--- config.mk ---
export PLATFORM = sky130hd
export DESIGN_NAME = read_and_write_flat
export DESIGN_NICKNAME = d
export VERILOG_FILES = /design/src/rtl/read_and_write_if.sv /design/src/rtl/read_and_write.sv /design/src/flat_wrapper.sv
export SDC_FILE = /design/constraint.sdc
export NUM_CORES = 2
export LEC_CHECK = 0
export CORE_ASPECT_RATIO = 2
export CORE_MARGIN = 2
export CORE_UTILIZATION = 49
export CTS_CLUSTER_SIZE = 40
export DETAILED_ROUTE_END_ITERATION = 16
export GPL_TIMING_DRIVEN = 0
export PLACE_DENSITY = 0.64
export SKIP_CTS_REPAIR_TIMING = 1
export SYNTH_ARGS = -nofsm -noshare
export SYNTH_HDL_FRONTEND = slang
export SYNTH_SLANG_ARGS = --single-unit
--- constraint.sdc ---
create_clock -name Clk -period 3 [get_ports Clk]
set_clock_uncertainty 0.05 [all_clocks]
set_input_delay 0.3 -clock Clk [delete_from_list [all_inputs] [get_ports Clk]]
set_output_delay 0.3 -clock Clk [all_outputs]
set_load 0.02 [all_outputs]
--- src/rtl/read_and_write_if.sv ---
// read_and_write_if
//   Register-file access bundle: two independent combinational read ports and
//   one synchronous write port.
//   Parameters: DATA_W (register width), ADDR_W (register-number width).
//   Signals:
//     ReadRegNum1/2 : register number for read port 1/2 (master -> slave)
//     ReadOut1/2    : contents of the selected register   (slave -> master)
//     WriteEn       : write enable                        (master -> slave)
//     WriteRegNum   : destination register number         (master -> slave)
//     RegData       : write data                          (master -> slave)
interface read_and_write_if #(
  parameter int DATA_W = 32,
  parameter int ADDR_W = 5
);
  logic [ADDR_W-1:0] ReadRegNum1;
  logic [ADDR_W-1:0] ReadRegNum2;
  logic [DATA_W-1:0] ReadOut1;
  logic [DATA_W-1:0] ReadOut2;
  logic              WriteEn;
  logic [ADDR_W-1:0] WriteRegNum;
  logic [DATA_W-1:0] RegData;

  modport master (
    output ReadRegNum1, ReadRegNum2, WriteEn, WriteRegNum, RegData,
    input  ReadOut1, ReadOut2
  );

  modport slave (
    input  ReadRegNum1, ReadRegNum2, WriteEn, WriteRegNum, RegData,
    output ReadOut1, ReadOut2
  );
endinterface

--- src/rtl/read_and_write.sv ---
// read_and_write
//   2**ADDR_W x DATA_W register file with register 0 hardwired to zero.
//   Two fully independent combinational read ports, one write port written on
//   the rising Clk edge when WriteEn=1.
//   Ports:
//     Clk    : rising-edge clock for register writes
//     ResetN : asynchronous active-low reset, clears every register
//     bus    : read_and_write_if.slave (read/write port signals)
//   Build option:
//     REGFILE_BYPASS_EN defined   -> a read port addressing the register being
//                                    written this cycle returns RegData directly.
//     REGFILE_BYPASS_EN undefined -> reads return the stored value until the edge.
module read_and_write #(
  parameter int DATA_W = 32,
  parameter int ADDR_W = 5
) (
  input logic             Clk,
  input logic             ResetN,
  read_and_write_if.slave bus
);

  localparam int unsigned REG_CNT = 2 ** ADDR_W;

  logic [DATA_W-1:0] regs [REG_CNT];

  // Register 0 is never written, so it stays at its reset value of zero.
  always_ff @(posedge Clk or negedge ResetN) begin
    if (!ResetN) begin
      regs <= '{default: '0};
    end else if (bus.WriteEn && (bus.WriteRegNum != '0)) begin
      regs[bus.WriteRegNum] <= bus.RegData;
    end
  end

  logic [DATA_W-1:0] stored1;
  logic [DATA_W-1:0] stored2;

  always_comb begin
    stored1 = '0;
    stored2 = '0;
    if (bus.ReadRegNum1 != '0) stored1 = regs[bus.ReadRegNum1];
    if (bus.ReadRegNum2 != '0) stored2 = regs[bus.ReadRegNum2];
  end

`ifdef REGFILE_BYPASS_EN
  logic fwdValid;

  // Forwarding is gated by ResetN so reads stay zero while reset is held.
  always_comb begin
    fwdValid     = ResetN && bus.WriteEn && (bus.WriteRegNum != '0);
    bus.ReadOut1 = stored1;
    bus.ReadOut2 = stored2;
    if (fwdValid && (bus.ReadRegNum1 == bus.WriteRegNum)) bus.ReadOut1 = bus.RegData;
    if (fwdValid && (bus.ReadRegNum2 == bus.WriteRegNum)) bus.ReadOut2 = bus.RegData;
  end
`else
  always_comb begin
    bus.ReadOut1 = stored1;
    bus.ReadOut2 = stored2;
  end
`endif

endmodule

--- src/flat_wrapper.sv ---
// flat-port wrapper written by rule: the top's interface ports become plain ports
module read_and_write_flat 
#(
  parameter int DATA_W = 32,
  parameter int ADDR_W = 5
)
  (Clk, ResetN, bus_ReadRegNum1, bus_ReadRegNum2, bus_WriteEn, bus_WriteRegNum, bus_RegData, bus_ReadOut1, bus_ReadOut2);
  read_and_write_if #(.DATA_W(DATA_W), .ADDR_W(ADDR_W)) bus_i ();
  input logic Clk;
  input logic ResetN;
  input wire logic [$bits(bus_i.ReadRegNum1)-1:0] bus_ReadRegNum1;
  input wire logic [$bits(bus_i.ReadRegNum2)-1:0] bus_ReadRegNum2;
  input wire logic [$bits(bus_i.WriteEn)-1:0] bus_WriteEn;
  input wire logic [$bits(bus_i.WriteRegNum)-1:0] bus_WriteRegNum;
  input wire logic [$bits(bus_i.RegData)-1:0] bus_RegData;
  output wire logic [$bits(bus_i.ReadOut1)-1:0] bus_ReadOut1;
  output wire logic [$bits(bus_i.ReadOut2)-1:0] bus_ReadOut2;
  assign bus_i.ReadRegNum1 = bus_ReadRegNum1;
  assign bus_i.ReadRegNum2 = bus_ReadRegNum2;
  assign bus_i.WriteEn = bus_WriteEn;
  assign bus_i.WriteRegNum = bus_WriteRegNum;
  assign bus_i.RegData = bus_RegData;
  assign bus_ReadOut1 = bus_i.ReadOut1;
  assign bus_ReadOut2 = bus_i.ReadOut2;
  read_and_write #(.DATA_W(DATA_W), .ADDR_W(ADDR_W)) u_core (.Clk(Clk), .ResetN(ResetN), .bus(bus_i));
endmodule
==> impl_metrics.csv <==
group,metric,value,unit
status,status,"finished, violations left",
status,failed_checks,"capacitance limit, slew limit, setup timing",
worst_setup_path,cp.required,2650,ps
die,die_h,475,um
cells_and_area,largestRegisters,"u_core.regs (1024)",
power_and_ir_drop,pwr-share-comb,23.4,%
synth,seq_area_frac_synth,47.2,%
power_and_ir_drop,peakVddDrop,0.000548,V
route,drt-vias-per-instance,7.59,
cells_and_area,nets,3984,
synth,synth_top_cell_by_area,"dfrtp_1",
worst_setup_path,crit_arrival,2880,ps
cts,cts_buffers,97,
placed_design,port_buffers,106,
synth,syn_inst,3706,
cts,cts_tree,"yes",
worst_setup_path,path_class,"input pin to primary output",
power_and_ir_drop,p_leak,0.0276,uW
sta,hold_violations,0,
route,drc,0,
placed_design,place_congestion,1.06,
placed_design,dp_slack,-2570,ps
worst_setup_path,crit_start,"bus_ReadRegNum1[2]",
cts,cts.reportedPaths.clkPinSlew,60,ps
synth,synthFlopType,"dfrtp_1",
cts,clock_path_buffers,3,
die,num_rows,172,
cts,clk_latency,770,ps
synth,ys_ff_latch,1024,
die,initial_core_util,49.5,%
global_route,grtUsageTotal,48.8,%
die,dieArea,114000,sq um
worst_setup_path,crit_path_max_incr_delay,700,ps
cells_and_area,fin_util,57.2,%
synth,netlist_area,54300,sq um
global_route,antenna_found_initial,22,
synth,synth.area.top_cells,"dfrtp_1 (47%), mux2_2 (19%), mux4_2 (15%)",
route,ant_nets,0,
synth,synthDistinctLibCells,42,
sta,period_share,108,%
synth,synth_enable_flop_cells,0,
cts,cts_root_buf,"clkbuf_16",
power_and_ir_drop,seqPwrFrac,44.8,%
route,vias,41100,
global_route,grt_max_degree,163,
worst_setup_path,crit_family,"buffers and inverters",
synth,synth_top_area_share,47.2,%
worst_setup_path,crit_top_cell,"clkbuf_2",
route,drtIter0Drc,5204,
worst_setup_path,cp-end-kind,"primary output",
synth,syn-num-nets,3756,
cells_and_area,drive_above_1_share,47.0,%
power_and_ir_drop,swShare,31.0,%
global_route,grt_overflow,0,
power_and_ir_drop,switching_power,12900,uW
worst_hold_path,hold_class,"input pin to asynchronous set/reset pin",
sta,tightest_slew,1540,ps
global_route,grt_pass1_wl,360000,um
job,maxCapViolCount,3,
worst_setup_path,crit_path_start_kind,"input pin",
sta,layout_min_cycle_time,3230,ps
route,finalWirelength,272000,um
die,design.portCount,114,
power_and_ir_drop,power_density,663,nW/um^2
die,die-width,239,um
die,core_area,110000,sq um
cells_and_area,regMostFlops,"u_core.regs",
synth,yosysWarnings,0,
worst_setup_path,crit_chain,"buf_2, clkbuf_2, mux4_2, a22o_2, a2111oi_1, nor3_2, clkbuf_2",
synth,syn-mean-instance-area,14.6,sq um
cells_and_area,largest_reg_flops,1024,
worst_setup_path,path_buf_inv,3,
synth,synthArstFlopShare,100,%
sta,slew_viol_final,27,
power_and_ir_drop,clkPwrFrac,31.8,%
route,first_pass_iters,6,
sta,final.setup.worst_slack,-233,ps
sta,finalSetupViolCount,126,
placed_design,dp_hpwl,185000,um
power_and_ir_drop,power.total,41600,uW
cts,htreeDepth,3,
cts,cts.sinks,1024,
worst_setup_path,reg2reg_slack,2110,ps
worst_setup_path,r2r-start,"u_core.regs[435]",
worst_setup_path,crit_path_max_fanout,10,
sta,rsz0062_at_grt,"true",
route,routedWlPerCell,50.3,um
worst_setup_path,slowest_stage,"clkbuf_2",
power_and_ir_drop,p_int,28700,uW
global_route,grt_pass1_vias,41500,
sta,slew-limit-headroom,-2.91,%
cells_and_area,area_growth,15.7,%
sta,max_freq,0.309,GHz
[cell usage in the layout, fill, tap and decap left out, types with 8 or more instances in the layout]
cell type	synthesis	final
clkbuf_8	0	23
mux4_2	369	369
a31oi_1	15	15
o22ai_1	46	34
buf_1	62	46
a22oi_1	94	94
a211oi_2	0	17
nor4_2	0	13
o22ai_2	0	10
dlymetal6s2s_1	0	31
o221ai_1	31	29
a22o_1	62	55
nor2_1	19	17
clkbuf_4	0	30
dfrtp_1	1024	1024
clkbuf_2	0	41
a21oi_1	32	32
buf_16	0	11
buf_6	16	59
clkbuf_1	248	171
a2111oi_4	0	17
clkdlybuf4s50_1	0	38
nor3_1	47	18
clkbuf_16	0	101
clkinv_2	0	21
mux2_2	933	933
nor3_2	1	27
clkinvlp_4	0	8
mux2i_1	314	311
buf_12	0	21
buf_8	0	35
diode_2	0	11
buf_2	66	46
a211oi_1	64	45
buf_4	40	49
a2111oi_2	5	11
mux2_1	76	76
nand2_1	19	17
nor2b_1	40	40
[cell type report]
type	instances	area, sq um
repair buffers	134	1370
diodes	11	27.5
well taps	1392	1740
clock buffers	142	2910
plain buffers	427	3100
fillers	9046	47000
inverters	2	11.3
clock inverters	36	355
multi-input cells	2248	27700
flip-flops and latches	1024	25600
[per-layer routing]
layer,wire [um],GRT usage [%],part of all wire [%],vias to the layer above
li1,-,-,-,14800
met1,82500,49.9,30,21400
met2,123000,73.1,45,3343
met3,31300,19.6,11,1513
met4,35200,50.7,13,14
met5,207,0.878,0.076,-
[through the flow]
step                cell area, sq um  setup TNS, ps  hold WS [ps]  cells
floorplan                      54300              0         -45.6   3706
global placement               57100              -           411   5204
detailed placement             57400        -366610           248   5214
CTS                            60700        -117360          -517   5392
global route                   62800          -1060          97.0   5407
finish                         62800          -9130          26.2   5416
[kinds of logic after synthesis]
kind of cell    Yosys count  synth area share (%)
compound gates          380                  5.32
buf+inv                 434                  3.65
flops                  1024                  47.2
mux                    1692                  42.0
simple gates            176                  1.79
[final timing paths]
check / cells after the start / end
worst min register to register: 1 / u_core.regs[1009]
min in group Clk: 2 / u_core.regs[24]
worst min-delay path: 2 / u_core.regs[55]
worst max-delay path: 7 / bus_ReadOut1[9]
worst max register to register: 1 / u_core.regs[435]
max in group asynchronous: 5 / u_core.regs[743]
[power by group through the flow]
stage	Combinational, uW	Clock, uW	Sequential (uW)
floorplan	6180	0	17900
global placement	8750	0	18700
detailed placement	9040	0	18700
CTS	9070	13100	18500
global route	10100	13700	18800
finish	9750	13200	18600
[cells in the mapped netlist, drive strengths merged, types with 2 or more instances]
cell and n:
a2111oi 31, a22oi 94, nand3b 6, o221ai 31, mux2 1009, nor2b 40
o32ai 3, or2 2, and2 5, nor2 20, nor3 48, clkbuf 248
mux2i 314, nand3 3, inv 2, a211oi 64, a31oi 15, nand2 19
nor3b 4, mux4 369, a21oi 32, or3b 3, dfrtp 1024, buf 184
nor4 19, or3 2, a22o 62, and3 2, o22ai 46
(Power assumes the default switching activity.)
